--- config.mk ---
export PLATFORM = sky130hd
export DESIGN_NAME = hack_memory_map
export DESIGN_NICKNAME = d
export VERILOG_FILES = /design/src/rtl/hack_memory_map.sv
export SDC_FILE = /design/constraint.sdc
export NUM_CORES = 1
export LEC_CHECK = 0
export ABC_CLOCK_PERIOD_IN_PS = 2070
export BUFFER_PORTS_ARGS = -buffer_cell sky130_fd_sc_hd__buf_2
export CAP_MARGIN = 30
export CORE_MARGIN = 3
export CORE_UTILIZATION = 38
export CTS_CLUSTER_DIAMETER = 60
export DETAILED_ROUTE_END_ITERATION = 16
export MAX_ROUTING_LAYER = met4
export PLACE_DENSITY = 0.76
export SETUP_SLACK_MARGIN = 0.2
export SYNTH_ARGS = -nofsm -noshare
export SYNTH_HDL_FRONTEND = slang
export SYNTH_SLANG_ARGS = --single-unit
--- constraint.sdc ---
create_clock -name clock -period 2.07 [get_ports clock]
set_input_delay 0.621 -clock clock [delete_from_list [all_inputs] [get_ports clock]]
set_output_delay 0.621 -clock clock [all_outputs]
set_load 0.005 [all_outputs]
--- src/rtl/hack_memory_map.sv ---
// hack_memory_map: Hack CPU address decode, write-strobe steering, one-cycle read
// return path, and a keyboard front end that is either a level-held scancode register
// or a pop-on-read scancode FIFO with status and sticky overflow.
module hack_memory_map #(
  parameter int DATA_WIDTH       = 16,
  parameter int RAM_ADDR_BITS    = 14,
  parameter int SCREEN_ADDR_BITS = 13,
  parameter int KBD_FIFO_DEPTH   = 8,
  parameter int KBD_MODE         = 0
) (
  input  logic                        clock,
  input  logic                        reset,
  input  logic [15:0]                 cpu_address,
  input  logic [DATA_WIDTH-1:0]       cpu_write_data,
  input  logic                        cpu_write,
  input  logic                        cpu_read,
  output logic [DATA_WIDTH-1:0]       cpu_read_data,
  output logic                        cpu_read_valid,
  output logic [RAM_ADDR_BITS-1:0]    ram_address,
  output logic [DATA_WIDTH-1:0]       ram_write_data,
  output logic                        ram_write,
  input  logic [DATA_WIDTH-1:0]       ram_read_data,
  output logic [SCREEN_ADDR_BITS-1:0] screen_address,
  output logic [DATA_WIDTH-1:0]       screen_write_data,
  output logic                        screen_write,
  input  logic [DATA_WIDTH-1:0]       screen_read_data,
  input  logic [15:0]                 kbd_scancode,
  input  logic                        kbd_valid,
  output logic                        kbd_overflow,
  output logic                        bus_error
);

  localparam logic            FIFO_MODE   = (KBD_MODE != 0);
  localparam int              PW          = (KBD_FIFO_DEPTH > 1) ? $clog2(KBD_FIFO_DEPTH) : 1;
  localparam int              CW          = PW + 1;
  localparam logic [CW-1:0]   FULL_CNT    = CW'(KBD_FIFO_DEPTH);
  // 17-bit map arithmetic so a 16-bit address space never wraps the compares
  localparam logic [16:0]     SCREEN_BASE = 17'd1 << RAM_ADDR_BITS;
  localparam logic [16:0]     KBD_ADDR    = SCREEN_BASE + (17'd1 << SCREEN_ADDR_BITS);
  localparam logic [16:0]     KSTAT_ADDR  = KBD_ADDR + 17'd1;

  typedef enum logic [2:0] {
    REG_RAM    = 3'd0,
    REG_SCREEN = 3'd1,
    REG_KDATA  = 3'd2,
    REG_KSTAT  = 3'd3,
    REG_NONE   = 3'd4
  } region_e;

  region_e         region;
  logic [16:0]     addr_ext;

  region_e         region_d,    region_q;
  logic            valid_d,     valid_q;
  logic            err_d,       err_q;
  logic [DATA_WIDTH-1:0] kbd_rdata_d, kbd_rdata_q;
  logic [15:0]     held_d,      held_q;
  logic [PW-1:0]   wr_ptr_d,    wr_ptr_q;
  logic [PW-1:0]   rd_ptr_d,    rd_ptr_q;
  logic [CW-1:0]   count_d,     count_q;
  logic            ovf_d,       ovf_q;
  logic [15:0]     fifo_d [KBD_FIFO_DEPTH];
  logic [15:0]     fifo_q [KBD_FIFO_DEPTH];

  logic            fifo_empty, fifo_full, push, pop, flush, ovf_set;
  logic [15:0]     kbd_word, status_word;

  assign addr_ext          = {1'b0, cpu_address};
  assign ram_address       = cpu_address[RAM_ADDR_BITS-1:0];
  assign screen_address    = cpu_address[SCREEN_ADDR_BITS-1:0];
  assign ram_write_data    = cpu_write_data;
  assign screen_write_data = cpu_write_data;
  assign cpu_read_valid    = valid_q;
  assign bus_error         = err_q;
  assign kbd_overflow      = ovf_q;

  // Address decode into one region; the status word only exists in FIFO mode.
  always_comb begin
    region = REG_NONE;
    if (addr_ext < SCREEN_BASE) begin
      region = REG_RAM;
    end else if (addr_ext < KBD_ADDR) begin
      region = REG_SCREEN;
    end else if (addr_ext == KBD_ADDR) begin
      region = REG_KDATA;
    end else if (FIFO_MODE && (addr_ext == KSTAT_ADDR)) begin
      region = REG_KSTAT;
    end else begin
      region = REG_NONE;
    end
  end

  // Store strobes go straight to the devices so they capture on the same edge.
  always_comb begin
    ram_write    = cpu_write & (region == REG_RAM);
    screen_write = cpu_write & (region == REG_SCREEN);
  end

  // Keyboard front end: FIFO control, held scancode, and the word a load would see now.
  always_comb begin
    fifo_empty  = (count_q == {CW{1'b0}});
    fifo_full   = (count_q == FULL_CNT);
    flush       = FIFO_MODE & cpu_write & (region == REG_KSTAT);
    pop         = FIFO_MODE & cpu_read & (region == REG_KDATA) & ~fifo_empty;
    // a pop frees the head slot in the same cycle, so a full FIFO can still accept
    push        = FIFO_MODE & kbd_valid & ~flush & (~fifo_full | pop);
    ovf_set     = FIFO_MODE & kbd_valid & ~flush & fifo_full & ~pop;
    status_word = {ovf_q, fifo_empty, 6'd0, 8'(count_q)};
    if (FIFO_MODE) begin
      kbd_word = fifo_empty ? 16'd0 : fifo_q[rd_ptr_q];
    end else begin
      kbd_word = held_q;
    end

    fifo_d = fifo_q;
    if (push) begin
      fifo_d[wr_ptr_q] = kbd_scancode;
    end else begin
      fifo_d[wr_ptr_q] = fifo_q[wr_ptr_q];
    end

    if (flush) begin
      wr_ptr_d = {PW{1'b0}};
      rd_ptr_d = {PW{1'b0}};
      count_d  = {CW{1'b0}};
      ovf_d    = 1'b0;
    end else begin
      wr_ptr_d = push ? (wr_ptr_q + {{(PW-1){1'b0}}, 1'b1}) : wr_ptr_q;
      rd_ptr_d = pop  ? (rd_ptr_q + {{(PW-1){1'b0}}, 1'b1}) : rd_ptr_q;
      case ({push, pop})
        2'b10:   count_d = count_q + {{(CW-1){1'b0}}, 1'b1};
        2'b01:   count_d = count_q - {{(CW-1){1'b0}}, 1'b1};
        default: count_d = count_q;
      endcase
      ovf_d = ovf_q | ovf_set;
    end

    if (!FIFO_MODE && kbd_valid) begin
      held_d = kbd_scancode;
    end else begin
      held_d = held_q;
    end
  end

  // Read request capture: region, valid pulse, error pulse and keyboard snapshot.
  always_comb begin
    valid_d  = cpu_read;
    region_d = cpu_read ? region : region_q;
    err_d    = (cpu_read & (region == REG_NONE)) |
               (cpu_write & ((region == REG_NONE) | (region == REG_KDATA)));
    case (region)
      REG_KDATA: kbd_rdata_d = DATA_WIDTH'(kbd_word);
      REG_KSTAT: kbd_rdata_d = DATA_WIDTH'(status_word);
      default:   kbd_rdata_d = {DATA_WIDTH{1'b0}};
    endcase
  end

  // Return data: devices answer one cycle after the address, keyboard words were snapshotted.
  always_comb begin
    if (valid_q) begin
      case (region_q)
        REG_RAM:    cpu_read_data = ram_read_data;
        REG_SCREEN: cpu_read_data = screen_read_data;
        REG_KDATA:  cpu_read_data = kbd_rdata_q;
        REG_KSTAT:  cpu_read_data = kbd_rdata_q;
        default:    cpu_read_data = {DATA_WIDTH{1'b0}};
      endcase
    end else begin
      cpu_read_data = {DATA_WIDTH{1'b0}};
    end
  end

  // Control state with synchronous reset; reset drops any pending read and empties the FIFO.
  always_ff @(posedge clock) begin
    if (reset) begin
      region_q    <= REG_NONE;
      valid_q     <= 1'b0;
      err_q       <= 1'b0;
      kbd_rdata_q <= {DATA_WIDTH{1'b0}};
      held_q      <= 16'd0;
      wr_ptr_q    <= {PW{1'b0}};
      rd_ptr_q    <= {PW{1'b0}};
      count_q     <= {CW{1'b0}};
      ovf_q       <= 1'b0;
    end else begin
      region_q    <= region_d;
      valid_q     <= valid_d;
      err_q       <= err_d;
      kbd_rdata_q <= kbd_rdata_d;
      held_q      <= held_d;
      wr_ptr_q    <= wr_ptr_d;
      rd_ptr_q    <= rd_ptr_d;
      count_q     <= count_d;
      ovf_q       <= ovf_d;
    end
  end

  // Scancode storage; contents are only meaningful between the pointers, so no reset.
  always_ff @(posedge clock) begin
    fifo_q <= fifo_d;
  end

endmodule

======== Word level (Yosys, flattened, before mapping) ========
Cells that the tools add are included.
word-level totals
  register bits after elaboration ......... 37
  word-level logic and storage cells ...... 30
  output and inout port bits .............. 80
  input bits .............................. 85
cells by class
  bitwise logic cells ..................... 6
  eq/ne operators ......................... 8
  multiplexer cells ....................... 6
  $lt $le $gt $ge ......................... 2
  reductions and logical operators ........ 3
operators with widths
  kind                                                          count
  case mux 16 bit (3 select lines)                              1
  less-than comparator 16 x 15 -> 1 bit, second input constant  2
  case mux 16 bit (2 select lines)                              1
  equality test 16 x 15 -> 1 bit, second input constant         1
  2-to-1 mux 16 bit                                             1
  equality test 3 x 2 -> 1 bit, second input constant           4
  2-to-1 mux 3 bit                                              3
  equality test 3 x 1 -> 1 bit, second input constant           2
  logical NOT 3 bit                                             2
  bitwise AND 1 bit                                             4
  equality test 3 bit, second input constant                    1
  OR 1 bit                                                      2
  OR reduction 2 bit                                            1

======== Depth between registers and ports, before layout ========
Gate-level depths: netlist of run 1.
  depth after elaboration ................. 8
  depth in mapped cells ................... 5
  mapped depth without buffers ............ 3

======== Worst setup path before layout of run 1 ========
Ideal clock, no wire load.
  path kind ............................... register to output
  start point ............................. register region_q[0]
  end point ............................... output cpu_read_data[10]
  path slack .............................. 0.267 ns
  stages on the path, launching flop included .. 6
  required time ........................... 1.449 ns
  buffers on the path ..................... 2
  arrival time ............................ 1.182 ns
  path through ............................ dfxtp_1 > buf_2 > buf_2 > mux2_2 > mux2i_1 > nor2_1
on the way
  cells in the longest elaborated chain, start to end .. 4
  elaborated cells on any way between the ends .. 7
  those cells by class .................... 3 x eq/ne; 2 x mux; 2 x reduce/logical
RTL lines
  item                                  line  text
  from (decl)                           53    region_e region_d, region_q;
  from (signal assigned)                186   region_q <= region_d;
  equality test 3 x 2 -> 1 bit          161   case (region_q)
  OR reduction 2 bit (no source line)   --
  case mux 16 bit (3 select lines) (*)  161
  2-to-1 mux 16 bit (*)                 160   if (valid_q) begin
  to (decl)                             17    output logic [DATA_WIDTH-1:0] cpu_read_data,
Mark *: on every way between the ends. The rest lies on a longest branch, timed or not.

======== Worst setup path after layout of run 1 ========
  start point ............................. register region_q[0]
  end point ............................... output cpu_read_data[13]
Same word-level chain as after synthesis.

==> results.sh, run 1 <==
export IMPL_yosys_top_cells_area="dfxtp_1 (33%), buf_4 (20%), mux2i_1 (14%)"
export IMPL_fmax_mhz=472.4
export IMPL_p_total_mw=1.726
export IMPL_crit_type="reg2out"
export IMPL_cts_root_buffer="clkbuf_8"
export IMPL_cts_clk_slew_worst_paths_ns=0.07
export IMPL_drv_slew=0
export IMPL_min_period_ns=2.117
export IMPL_r2r_start="region_q[0]"
export IMPL_p_clk_share_pct=41.6
export IMPL_yosysTopAreaCell="dfxtp_1"
export IMPL_max_cap_viol_count=0
export IMPL_grt_max_degree=23
export IMPL_rsz0062_at_grt="yes"
export IMPL_worst_setup_path_start_kind="flip-flop"
export IMPL_clk_latency_ns=0.28
export IMPL_cts_tree="built"
export IMPL_path_cells="clkbuf_16 -> mux2_2 -> mux2i_1 -> nor2_1 -> buf_2"
export IMPL_synthFlopType="dfxtp_1"
export IMPL_r2r_cells=3
export IMPL_cts_inserted_buffers=5
export IMPL_slew_headroom_pct=59.84
export IMPL_dp_hpwl_microns=3822
export IMPL_ios=165
export IMPL_die_w_microns=83.31
export IMPL_worst_r2r_endpoint="region_q[0]"
export IMPL_hold_path_class="reg2reg"
export IMPL_switching_power_mw=0.3692
export IMPL_grt_pass1_vias=1647
export IMPL_synth_top_cell_area_share_pct=32.62
export IMPL_clock_sinks=37
export IMPL_cp_end_kind="output port"
export IMPL_met2_length_microns=2467
export IMPL_dr_pass1_iters=4
export IMPL_remaining_drc_errors=0
export IMPL_route_met3_wl_microns=213
export IMPL_rows=27
export IMPL_syn2layout_area_growth_pct=18.02
export IMPL_dp_cells=365
export IMPL_multiInputGateArea_sq_um=997.2
export IMPL_setup_viol=15
export IMPL_yosysWarningCount=0
export IMPL_start_util_pct=40.25
export IMPL_p_sw_share_pct=21.39
export IMPL_power_frac_comb_pct=15.2
export IMPL_yosys_cell_count_top_type="buf_4"
export IMPL_r2r_setup_slack_ns=1.26
export IMPL_ys_top_cells_by_count="buf_4 (61), dfxtp_1 (37), nor2_1 (35)"
export IMPL_track_usage_pct=13.63
export IMPL_vias_per_cell=4.452
export IMPL_drt_met1_wl_microns=2156
export IMPL_syn_mean_instance_area_sq_um=9.231
export IMPL_seq_power_share_pct=43.3
export IMPL_p_per_area_mw_per_mm2=643.9
export IMPL_layout_nets=386
export IMPL_antenna_found_initial=0
export IMPL_hold_path_cell_count=2
export IMPL_synthesis_area_sq_mm=0.002271
export IMPL_grt_pass1_wl_microns=7610
export IMPL_htreeDepth=2
export IMPL_top_layer="met4"
export IMPL_vias=1665
export IMPL_finalWirelength_microns=4944
export IMPL_final_hold_viol_count=0
export IMPL_gp_congestion=0.8432
export IMPL_dp_slack_ns=0.1316
export IMPL_holdPathEnd="kbd_rdata_q[1]"
export IMPL_ys_seq_area_share_pct=32.62
export IMPL_worst_path_max_delay_cell="dfxtp_4"
export IMPL_synth_cells=246
export IMPL_arrival_ns=1.50
export IMPL_run_status="finished, violations left"
export IMPL_synth_edf_count=0
export IMPL_fin_ws_ns=-0.04671
export IMPL_ys_types=28
export IMPL_tightest_slew_ns=0.6024
export IMPL_post_route_period_util_pct=102.3
export IMPL_fin_hold_ws_ns=0.4473
export IMPL_p_leak_nw=1.271
export IMPL_hold_start="held_q[1]"
export IMPL_die_y_microns=83.31
export IMPL_critPathMaxStageDelay_ns=0.39
export IMPL_first_iter_violations=30
export IMPL_die_area_sq_mm=0.006940
export IMPL_core_area_sq_mm=0.005642
export IMPL_path_max_fanout=8
export IMPL_antenna_left=0
export IMPL_p_int_mw=1.357
export IMPL_cts_hold_buf=0
export IMPL_synth_fp_nets=331
export IMPL_drive_gt1_share_pct=53.64
export IMPL_postSynthRegisterBits=37
export IMPL_fillCellCount=535
export IMPL_portBuffers=115
export IMPL_worstPathRequired_ns=1.45
export IMPL_seq_area_sq_um=744.5
export IMPL_violations="negative setup slack"
export IMPL_drt_wirelength_per_cell_microns=13.22
export IMPL_diodes=0
export IMPL_instances_no_fill=374
export IMPL_fin_skew_ns=0.007889
export IMPL_vdd_drop_max_mv=0.6740
export IMPL_synthArstFlopShare_pct=0
export IMPL_grt_overflow_total=0
export IMPL_clock_path_buffers=2
power groups by stage:
stage                     clock network [mW]  registers (mW)  logic, mW
after floorplan                            0           0.759      0.208
after global placement                     0           0.762      0.241
after detailed placement                   0           0.762      0.247
after CTS                              0.733           0.747      0.249
after global routing                   0.769           0.749      0.289
final                                  0.717           0.747      0.262
flip-flops by register name (all words and copies together), names as in the netlist:
signal,cells
cpu_read_valid,1
bus_error,1
held_q,16
kbd_rdata_q,16
region_q,3
area by class of cell:
class | count | area share, %
Timing Repair Buffer | 121 | 24.28
Inverter | 17 | 2.381
Clock inverter | 3 | 2.428
Clock buffer | 5 | 2.568
Tap cell | 72 | 3.361
Sequential cell | 37 | 27.78
Multi-Input combinational cell | 119 | 37.21
repair_timing:
action	in CTS	in global routing
setup buffers	0	0
endpoints found under the setup margin	16	17
gates cloned	0	1
resized for setup	1	14
cells in the final DEF (no fill, tap or decap), drive strengths merged:
cell / count
nand2: 2
mux2: 16
bufinv: 2
a31oi: 1
a21oi: 1
buf: 120
clkbuf: 6
nand4: 1
and3: 1
mux2i: 32
a32o: 1
conb: 1
nor3: 16
clkinv: 1
nor2b: 2
nand2b: 2
a221o: 1
o22ai: 1
inv: 17
nor2: 35
a21o: 1
and4bb: 1
dfxtp: 37
nor4: 3
nor3b: 1
metrics by stage:
step	TNS [ns]	util [%]	instance area (sq um)
floorplan	0	-	2271
global placement	0	43.76	2469
detailed placement	0	43.76	2469
CTS	-0.6333	46.15	2604
global route	-1.474	47.50	2680
finish	-0.3465	47.50	2680
logic make-up (layout without fill, tap and decap cells):
family,count (synthesis),after routing,share of synthesized area (%)
buf+inv,90,146,25.62
mux,48,48,22.04
flops,37,37,32.62
other cells,1,1,0.1651
simple gates,64,64,17.25
compound gates,6,6,2.314
layer usage:
layer,global-route usage (%),vias to the layer above
met5,-,-
met4,6.686,0
met3,2.877,16
met2,21.79,51
met1,16.24,751
li1,-,847
worst max-delay path by stage:
stage | start | end | slack [ns] | cells after the start
final | region_q[0] | cpu_read_data[13] | -0.05 | 5
after global placement | screen_read_data[5] | cpu_read_data[5] | 0.13 | 5
after global routing | region_q[0] | cpu_read_data[13] | -0.11 | 5
after CTS | region_q[0] | cpu_read_data[8] | -0.05 | 5
after floorplan | region_q[0] | cpu_read_data[10] | 0.27 | 5
after detailed placement | screen_read_data[15] | cpu_read_data[15] | 0.13 | 5
critical path: cells and delay by family (launching register included):
kind | cells | cell delay, ns
flip-flops | 1 | 0.39
multiplexers | 2 | 0.45
buffers and inverters | 2 | 0.32
AND/OR/NAND/NOR | 1 | 0.05
(Power assumes the default switching activity.)
==> run 2, diff against run 1 <==
CORE_ASPECT_RATIO = 0.7   (was unset)
==> run 2 against run 1 <==
- design area fell by 1.4%
- sequential power about the same
- clock skew fell by 0.0031 ns
- worst hold slack worse by 0.0021 ns
- first-iteration DRC count up 10%
- global-route usage up 0.79 points
- final cell count unchanged
- wire length is 4.5% higher
- combinational power is 2% higher
- setup slack improved by 0.015 ns
- critical path type unchanged
- non-clock buffer count unchanged
- sequential share of layout area rose by 0.39 points
- the run still ends with negative setup slack left
==> results.sh, run 2 (same netlist as run 1, synthesis figures left out) <==
export IMPL_remaining_drc_errors=0
export IMPL_slew_headroom_pct=59.65
export IMPL_final_common_cell="buf_2"
export IMPL_die_w_microns=98.40
export IMPL_diodes=0
export IMPL_worst_r2r_endpoint="region_q[0]"
export IMPL_path_cells="buf_12 -> mux2_2 -> mux2i_1 -> nor2_1 -> buf_2"
export IMPL_vdd_drop_max_mv=0.2334
export IMPL_vias_per_cell=4.439
export IMPL_cts_tree="built"
export IMPL_p_clk_share_pct=31.9
export IMPL_drv_slew=0
export IMPL_drt_wirelength_per_cell_microns=13.81
export IMPL_antenna_found_initial=0
export IMPL_worstPathRequired_ns=1.45
export IMPL_p_per_area_mw_per_mm2=563.2
export IMPL_instances_no_fill=374
export IMPL_run_status="finished, violations left"
export IMPL_crit_type="reg2out"
export IMPL_grt_pass1_wl_microns=7907
export IMPL_setup_viol=7
export IMPL_fmax_mhz=475.8
export IMPL_ios=165
export IMPL_die_y_microns=70.68
export IMPL_critPathMaxStageDelay_ns=0.39
export IMPL_clock_path_buffers=2
export IMPL_fin_ws_ns=-0.03156
export IMPL_drive_gt1_share_pct=53.31
export IMPL_clk_latency_ns=0.28
export IMPL_holdPathEnd="kbd_rdata_q[1]"
export IMPL_rows=22
export IMPL_track_usage_pct=14.43
export IMPL_hold_start="held_q[1]"
export IMPL_dr_pass1_iters=4
export IMPL_first_iter_violations=33
export IMPL_final_hold_viol_count=0
export IMPL_post_route_period_util_pct=101.5
export IMPL_clock_sinks=37
export IMPL_gp_congestion=0.8164
export IMPL_r2r_start="region_q[0]"
export IMPL_fillCellCount=530
export IMPL_finalWirelength_microns=5166
export IMPL_fin_hold_ws_ns=0.4452
export IMPL_cts_inserted_buffers=5
export IMPL_rsz0062_at_grt="yes"
export IMPL_critPathBufInv=2
export IMPL_max_cap_viol_count=0
export IMPL_htreeDepth=2
export IMPL_start_util_pct=41.25
export IMPL_dp_hpwl_microns=4007
export IMPL_vias=1660
export IMPL_cts_hold_buf=0
export IMPL_grt_overflow_total=0
export IMPL_portBuffers=115
export IMPL_grt_max_degree=23
export IMPL_switching_power_mw=0.3755
export IMPL_die_area_sq_mm=0.006955
export IMPL_arrival_ns=1.48
export IMPL_r2r_cells=3
export IMPL_top_regs="held_q (16), kbd_rdata_q (16), region_q (3)"
export IMPL_min_period_ns=2.102
export IMPL_core_area_sq_mm=0.005505
export IMPL_critical_path_top_delay_family="multiplexers"
export IMPL_path_max_fanout=8
export IMPL_power_frac_comb_pct=18.0
export IMPL_hold_path_cell_count=2
export IMPL_antenna_left=0
export IMPL_cts_clk_slew_worst_paths_ns=0.07
export IMPL_cp_end_kind="output port"
export IMPL_syn2layout_area_growth_pct=16.36
export IMPL_fin_skew_ns=0.004754
export IMPL_seq_power_share_pct=50.2
export IMPL_violations="negative setup slack"
export IMPL_layout_common_cells="buf_2 (115), dfxtp_1 (36), nor2_1 (35)"
export IMPL_worst_path_max_delay_cell="dfxtp_4"
export IMPL_dp_cells=365
export IMPL_tightest_slew_ns=0.6052
export IMPL_worst_setup_path_start_kind="flip-flop"
export IMPL_grt_pass1_vias=1601
export IMPL_p_int_mw=1.113
export IMPL_cts_root_buffer="clkbuf_8"
export IMPL_layout_nets=386
export IMPL_dp_slack_ns=0.1186
export IMPL_hold_path_class="reg2reg"
export IMPL_p_leak_nw=1.257
export IMPL_p_sw_share_pct=25.23
export IMPL_r2r_setup_slack_ns=1.24
==> run 2: changes by cell type in the layout (fill, tap and decap cells not counted), sizes merged <==
cell	change
clkinvlp	+1
bufinv	-2
buf	+1
clkbuf	-1
clkinv	+1
==> run 2: how the worst max path moves through the flow <==
stage | start | end | slack [ns] | cells after the start
global route | region_q[0] | cpu_read_data[6] | -0.09 | 5
finish | region_q[0] | cpu_read_data[7] | -0.03 | 5
detailed placement | screen_read_data[6] | cpu_read_data[6] | 0.12 | 5
floorplan | region_q[0] | cpu_read_data[10] | 0.27 | 5
global placement | screen_read_data[11] | cpu_read_data[11] | 0.15 | 5
CTS | region_q[0] | cpu_read_data[3] | -0.05 | 5
==> run 2: power groups by stage <==
stage	registers [mW]	clock network, mW	logic [mW]
after global routing	0.749	0.512	0.296
after global placement	0.762	0	0.240
after floorplan	0.759	0	0.208
after CTS	0.747	0.492	0.267
final	0.747	0.474	0.268
after detailed placement	0.763	0	0.250
==> run 2: through the flow <==
stage          cell area (sq um)  utilization, %  TNS [ns]  power, mW
2_1_floorplan               2271               -         0     0.9670
3_3_place_gp                2469           44.84         0      1.002
3_5_place_dp                2469           44.84         0      1.013
4_1_cts                     2631           47.80   -0.4266      1.505
5_1_grt                     2643           48.00    -1.223      1.557
6_report                    2643           48.00  -0.09190      1.488
==> run 2: layout make-up <==
class | count | area [sq um] | share of cell area, %
timing repair buffer | 121 | 653.1 | 24.72
tap | 72 | 90.09 | 3.409
clock inverter | 3 | 17.52 | 0.6629
sequential | 37 | 744.5 | 28.17
inverter | 17 | 63.81 | 2.415
clock buffer | 5 | 68.82 | 2.604
multi-input combinational | 119 | 1005 | 38.02
==> run 2: worst reg2reg max path, delay by kind of cell, from the launching register on <==
kind	cells	cell delay, ns
compound gates	1	0.14
flops	1	0.37
simple gates	2	0.19
==> run 2: metal layers <==
| layer | track usage [%] | up-vias | wire [microns] |
|---|---|---|---|
| li1 | - | 851 | - |
| met1 | 20.73 | 741 | 2585 |
| met2 | 20.52 | 58 | 2234 |
| met3 | 2.069 | 10 | 270 |
| met5 | - | - | 0 |
| met4 | 5.152 | 0 | 76 |
==> run 2: what timing repair did <==
item / in CTS / in global routing
buffers inserted: 0 / 0
resized for setup: 15 / 3
cloned: 1 / 0
endpoints found under the setup margin: 16 / 16
